--- src/rtl/uart_rx_line_if.sv ---
// Serial input and assembled-line result bus of uart_rx_line.
// MAX_LEN must match the MAX_LEN of the attached uart_rx_line.
interface uart_rx_line_if #(
    parameter int unsigned MAX_LEN = 11
);
    logic                 uart_rx;
    logic [8*MAX_LEN-1:0] data;
    logic [7:0]           len;
    logic                 valid;
    logic                 frame_err;
    logic                 parity_err;

    modport master (output uart_rx, input data, len, valid, frame_err, parity_err);
    modport slave  (input uart_rx, output data, len, valid, frame_err, parity_err);
endinterface

--- src/rtl/uart_rx_line.sv ---
// UART receiver that assembles characters into a line, published on the
// terminator character or when MAX_LEN characters have been collected.
module uart_rx_line #(
    parameter int unsigned CLK_FREQ  = 12000000,
    parameter int unsigned BAUD_RATE = 9600,
    parameter int unsigned DATA_BITS = 8,
    parameter int unsigned PARITY    = 0,
    parameter int unsigned MAX_LEN   = 11,
    parameter logic [7:0]  TERM      = 8'h0A
) (
    input  logic          clk,
    input  logic          rst,
    uart_rx_line_if.slave bus
);
    localparam int unsigned BIT_TICKS = CLK_FREQ / BAUD_RATE;
    localparam int unsigned HALF      = BIT_TICKS / 2;
    localparam int unsigned CNT_W     = $clog2(BIT_TICKS + 1);
    localparam int unsigned LINE_W    = 8 * MAX_LEN;

    typedef enum logic [2:0] {IDLE, START, DATA, PAR, STOP} state_t;

    state_t            state;
    logic              rx_meta;
    logic              rx_sync;
    logic [CNT_W-1:0]  cnt;
    logic [2:0]        bit_idx;
    logic [7:0]        shreg;
    logic              par_bad;
    logic [7:0]        idx;
    logic [LINE_W-1:0] line_buf;

    logic [LINE_W-1:0] line_c;
    logic [7:0]        len_c;
    logic              bit_done_c;
    logic              par_bad_c;

    // Two-flop synchronizer; idles high so reset never looks like a start bit.
    always_ff @(posedge clk) begin
        if (rst) begin
            rx_meta <= 1'b1;
            rx_sync <= 1'b1;
        end else begin
            rx_meta <= bus.uart_rx;
            rx_sync <= rx_meta;
        end
    end

    // Line buffer with the just-received character placed at the current index.
    always_comb begin
        line_c = line_buf;
        for (int k = 0; k < int'(MAX_LEN); k++) begin
            if (idx == 8'(k)) begin
                line_c[8*k +: 8] = shreg;
            end
        end
        len_c      = idx + 8'd1;
        bit_done_c = (cnt == CNT_W'(BIT_TICKS - 1));
        // shreg bits above DATA_BITS stay zero, so ^shreg is the data parity.
        par_bad_c  = ((^shreg) ^ rx_sync) != (PARITY == 1);
    end

    always_ff @(posedge clk) begin
        if (rst) begin
            state          <= IDLE;
            cnt            <= '0;
            bit_idx        <= '0;
            shreg          <= '0;
            par_bad        <= 1'b0;
            idx            <= '0;
            line_buf       <= '0;
            bus.data       <= '0;
            bus.len        <= '0;
            bus.valid      <= 1'b0;
            bus.frame_err  <= 1'b0;
            bus.parity_err <= 1'b0;
        end else begin
            bus.valid      <= 1'b0;
            bus.frame_err  <= 1'b0;
            bus.parity_err <= 1'b0;
            case (state)
                IDLE: begin
                    if (!rx_sync) begin
                        state <= START;
                        cnt   <= '0;
                    end
                end
                START: begin
                    if (cnt == CNT_W'(HALF - 1)) begin
                        cnt <= '0;
                        if (!rx_sync) begin
                            state   <= DATA;
                            bit_idx <= '0;
                            shreg   <= '0;
                            par_bad <= 1'b0;
                        end else begin
                            state <= IDLE;
                        end
                    end else begin
                        cnt <= cnt + CNT_W'(1);
                    end
                end
                DATA: begin
                    if (bit_done_c) begin
                        cnt            <= '0;
                        shreg[bit_idx] <= rx_sync;
                        bit_idx        <= bit_idx + 3'd1;
                        if (bit_idx == 3'(DATA_BITS - 1)) begin
                            state <= (PARITY != 0) ? PAR : STOP;
                        end
                    end else begin
                        cnt <= cnt + CNT_W'(1);
                    end
                end
                PAR: begin
                    if (bit_done_c) begin
                        cnt     <= '0;
                        par_bad <= par_bad_c;
                        state   <= STOP;
                    end else begin
                        cnt <= cnt + CNT_W'(1);
                    end
                end
                STOP: begin
                    if (bit_done_c) begin
                        cnt   <= '0;
                        state <= IDLE;
                        if (!rx_sync) begin
                            bus.frame_err <= 1'b1;
                            idx           <= '0;
                            line_buf      <= '0;
                        end else if (par_bad) begin
                            bus.parity_err <= 1'b1;
                            idx            <= '0;
                            line_buf       <= '0;
                        end else if (shreg == TERM || len_c == 8'(MAX_LEN)) begin
                            bus.data  <= line_c;
                            bus.len   <= len_c;
                            bus.valid <= 1'b1;
                            idx       <= '0;
                            line_buf  <= '0;
                        end else begin
                            line_buf <= line_c;
                            idx      <= len_c;
                        end
                    end else begin
                        cnt <= cnt + CNT_W'(1);
                    end
                end
                default: state <= IDLE;
            endcase
        end
    end
endmodule
--- src/flat_wrapper.sv ---
// flat-port wrapper written by rule: the top's interface ports become plain ports
module uart_rx_line_flat 
#(
    parameter int unsigned CLK_FREQ  = 12000000,
    parameter int unsigned BAUD_RATE = 9600,
    parameter int unsigned DATA_BITS = 8,
    parameter int unsigned PARITY    = 0,
    parameter int unsigned MAX_LEN   = 11,
    parameter logic [7:0]  TERM      = 8'h0A
)
  (clk, rst, bus_uart_rx, bus_data, bus_len, bus_valid, bus_frame_err, bus_parity_err);
  uart_rx_line_if #(.MAX_LEN(MAX_LEN)) bus_i ();
  input  logic clk;
  input  logic rst;
  input wire logic [$bits(bus_i.uart_rx)-1:0] bus_uart_rx;
  output wire logic [$bits(bus_i.data)-1:0] bus_data;
  output wire logic [$bits(bus_i.len)-1:0] bus_len;
  output wire logic [$bits(bus_i.valid)-1:0] bus_valid;
  output wire logic [$bits(bus_i.frame_err)-1:0] bus_frame_err;
  output wire logic [$bits(bus_i.parity_err)-1:0] bus_parity_err;
  assign bus_i.uart_rx = bus_uart_rx;
  assign bus_data = bus_i.data;
  assign bus_len = bus_i.len;
  assign bus_valid = bus_i.valid;
  assign bus_frame_err = bus_i.frame_err;
  assign bus_parity_err = bus_i.parity_err;
  uart_rx_line #(.CLK_FREQ(CLK_FREQ), .BAUD_RATE(BAUD_RATE), .DATA_BITS(DATA_BITS), .PARITY(PARITY), .MAX_LEN(MAX_LEN), .TERM(TERM)) u_core (.clk(clk), .rst(rst), .bus(bus_i));
endmodule
--- config.mk ---
export PLATFORM = sky130hd
export DESIGN_NAME = uart_rx_line_flat
export DESIGN_NICKNAME = d
export VERILOG_FILES = /design/src/rtl/uart_rx_line_if.sv /design/src/rtl/uart_rx_line.sv /design/src/flat_wrapper.sv
export SDC_FILE = /design/constraint.sdc
export NUM_CORES = 1
export LEC_CHECK = 0
export CAP_MARGIN = 10
export CELL_PAD_IN_SITES_DETAIL_PLACEMENT = 1
export CELL_PAD_IN_SITES_GLOBAL_PLACEMENT = 2
export CORE_ASPECT_RATIO = 1.4
export CORE_UTILIZATION = 30
export CTS_CLUSTER_DIAMETER = 60
export DETAILED_ROUTE_END_ITERATION = 6
export HOLD_SLACK_MARGIN = 0.1
export PLACE_DENSITY = 0.75
export SETUP_SLACK_MARGIN = 0.1
export SLEW_MARGIN = 5
export SYNTH_ARGS = -nofsm -noshare
export SYNTH_HDL_FRONTEND = slang
export SYNTH_SLANG_ARGS = --single-unit
--- constraint.sdc ---
create_clock -name clk -period 3.2 [get_ports clk]
set_input_delay 0.32 -clock clk [delete_from_list [all_inputs] [get_ports clk]]
set_output_delay 0.32 -clock clk [all_outputs]
set_load 0.005 [all_outputs]
==> results.txt <==
Die Span X = 153.5 um
area share of the largest cell type after synthesis = 0.4633
leakage power = 3.710 nW
initial DRC count = 427
Synth cell types = 56
WS Path Type = register to register
Mapped Cells = 1138
synth warn = 0
CTS tree = built
filler instances = 3663
Max-Cap Viols = 0
Peak supply drop = 259.7 uV
Vias/cell = 5.216
post-synth design cell area = 0.009635 mm2
outcome = completed
Hold Path Class = input pin to register
number of diodes = 0
DRT Pass-1 Iters = 5
grt total ovfl = 0
maximum operating frequency = 0.3837 GHz
Worst Max-Slew Pin Slew = 0.7559 ns
DR vias = 8362
post-cts sizing count = 0
io pins = 102
routed len/inst = 19.13 um
final wirelength = 30.66 mm
crit start category = register
clk root buf = clkbuf_16
CTS H-tree lvls = 1
Post-synth EDFFs = 0
Power Dens Cells = 492.4 mW/mm2
# rows = 77
setup TNS = 0 ns
Synth area leader = dfxtp_1
clock slew at reported path FFs = 0.06 ns
Die Y = 214.1 um
Period minus WS final = 2.606 ns
antenna viol nets, final = 0
max_slew headroom = 0.4908
Critical Path RT = 3.58 ns
fin crit share = 0.8144
Hold Vio Cnt, Final = 0
Layout Nets = 1208
initial antenna violation count = 0
routability cong. = 0.8001
met2 GRT Util = 0.3388
largest net degree at the start of global routing = 115
Post-route DRC = 0
Area growth syn-to-layout = 21.84%
Clock Skew = 0.01258 ns
critical path, cell by cell = and2_2 > a31oi_2 > nor3_2 > nor2_1 > buf_4 > nand2_1 > o21ai_0
initial core utilization = 0.3049
slowest stage cell on the critical path = dfxtp_1
Yosys reg bits = 223
Post-CTS Setup Bufs = 0
# setup viols final = 0
HPWL Detailed = 19.99 mm
WP data arrival = 2.99 ns
vias in the first global route = 8535
cts bufs inserted = 25
Placeable Area = 0.03160 mm2
sequential share of the synthesized area = 0.4633
max incr delay on CP = 0.71 ns
max-slew violation count = 0
Synth Net Count = 1155
Main synth FF type = dfxtp_1
cts hold-fix bufs = 0
met3 Use GR = 0.02082
synth top area cells = dfxtp_1 (46%), nand3b_1 (6.9%), nor2_1 (6.1%), nand2_1 (5.7%), a311oi_1 (5.5%)
design area = 0.01174 mm2
first-pass GRT wire length = 49.03 mm
global routing usage on met1 = 0.2347
share of post-route cells with drive strength above 1 = 0.07781
RSZ-0062 raised after global routing = false
global route hottest layer = met2
worst skew pair latency = 0.53 ns
asr flop ratio synth = 0
maximum buffer depth of the clock tree = 3
IO buf count = 101
crit end category = register
Sink Count = 223
critical path peak fanout = 14
die area = 0.03285 mm2
global router's overall resource usage = 0.1890
Avg Inst Size Synth = 8.467 um2
DP Area = 0.01092 mm2
logic make-up (layout without fill, tap and decap cells):
kind of cell / Yosys count / after routing / share of synthesized area
adder cells (fa/ha/maj): 14 / 14 / 0.01818
AO/OA/AOI/OAI: 280 / 280 / 0.1900
XOR/XNOR: 14 / 14 / 0.01273
flip-flops: 223 / 223 / 0.4633
buffers and inverters: 112 / 182 / 0.05025
multiplexers: 14 / 14 / 0.01454
AND/OR/NAND/NOR: 481 / 481 / 0.2510
critical path, delay by kind of cell (launching register included):
| kind | cells | cell delay (ns) |
|---|---|---|
| AOI/OAI and AO/OA | 2 | 0.34 |
| buffers and inverters | 1 | 0.18 |
| DFF | 1 | 0.71 |
| and+or+nand+nor | 4 | 1.22 |
stage by stage:
stage	cells	utilization	setup WS (ns)	power, mW	hold slack (ns)
floorplan	1138	-	0.9870	2.923	0.3895
global placement	1559	0.3457	0.6806	2.953	0.3947
detailed placement	1559	0.3457	0.6090	2.954	0.3994
CTS	1603	0.3715	0.5987	5.866	0.2519
global route	1603	0.3715	0.3724	5.997	0.2774
finish	1603	0.3715	0.5939	5.781	0.2595
sequential cells by signal, indices dropped and copies added, names as in the netlist, 3 cells and up:
name and count:
u_core.cnt 11, u_core.bit_idx 3, u_core.idx 8, u_core.bus.len 8
u_core.bus.data 88, u_core.line_buf 88, u_core.state 3, u_core.shreg 8
per-layer routing:
metal | wire length (um) | share of wire | vias to the layer above
li1 | - | - | 4115
met1 | 13510 | 0.44 | 4091
met2 | 15590 | 0.51 | 121
met3 | 865 | 0.028 | 35
met4 | 702 | 0.023 | 0
met5 | 0 | 0 | -
layout by cell type (no fill, tap or decap), types with 15 or more instances in the layout:
cell type        netlist  final
a211oi_1              37     37
a21oi_1               38     38
a311oi_1              60     60
buf_4                  8     19
clkbuf_16              0     25
clkdlybuf4s50_1        0    100
dfxtp_1              223    223
inv_1                 15     15
nand2_1              147    147
nand3b_1              89     89
nor2_1               156    156
o21ai_0               83     83
o21ai_1               27     27
cell usage after synthesis, types with 2 or more instances:
master    number
and3_1         8
buf_2         27
o21ai_0       83
nand3_1       10
nand2b_1       9
nor2_1       156
a22oi_1        3
ha_1          14
dfxtp_1      223
a21o_1         3
inv_1         15
o31ai_1        2
nand3_2        4
clkbuf_1      61
o21ai_1       27
nor2b_1        4
nand3b_1      89
a211oi_1      37
a21oi_1       38
nand4_1        6
or3_1          2
o21ai_2       10
or2_2          5
mux2i_1       14
and2_1         9
a31oi_1        7
xnor2_1        9
o21a_1         3
nand2_1      147
nor3_2         2
nor4b_1        2
a311oi_1      60
nor4_1         4
nor3_1        12
xor2_1         5
buf_4          8
power breakdown:
group          switching (mW)  internal (mW)  total [mW]
combinational          0.0696         0.0358       0.105
sequential            0.00606           2.78        2.79
clock                    1.16           1.73        2.89
total                    1.24           4.54        5.78
worst paths after layout:
kind / slack [ns] / start / endpoint / cells past startpoint
setup / recovery: 0.59 / u_core.idx[2] / u_core.line_buf[36] / 7
hold / removal: 0.26 / rst / u_core.bus.len[1] / 2
setup reg to reg: 0.59 / u_core.idx[2] / u_core.line_buf[36] / 7
hold reg to reg: 0.41 / u_core.rx_meta / u_core.rx_sync / 1
area by class of cell:
| type | count | area, um2 | area share |
|---|---|---|---|
| well taps | 395 | 494.2 | 0.04210 |
| repair buffers | 123 | 1215 | 0.1035 |
| clock buffers | 37 | 730.7 | 0.06224 |
| multi-input cells | 803 | 4695 | 0.3999 |
| inverters | 15 | 56.30 | 0.004796 |
| flip-flops and latches | 223 | 4464 | 0.3803 |
| clock inverters | 7 | 85.08 | 0.007247 |
Note: power is estimated with default switching activity, not from simulation.
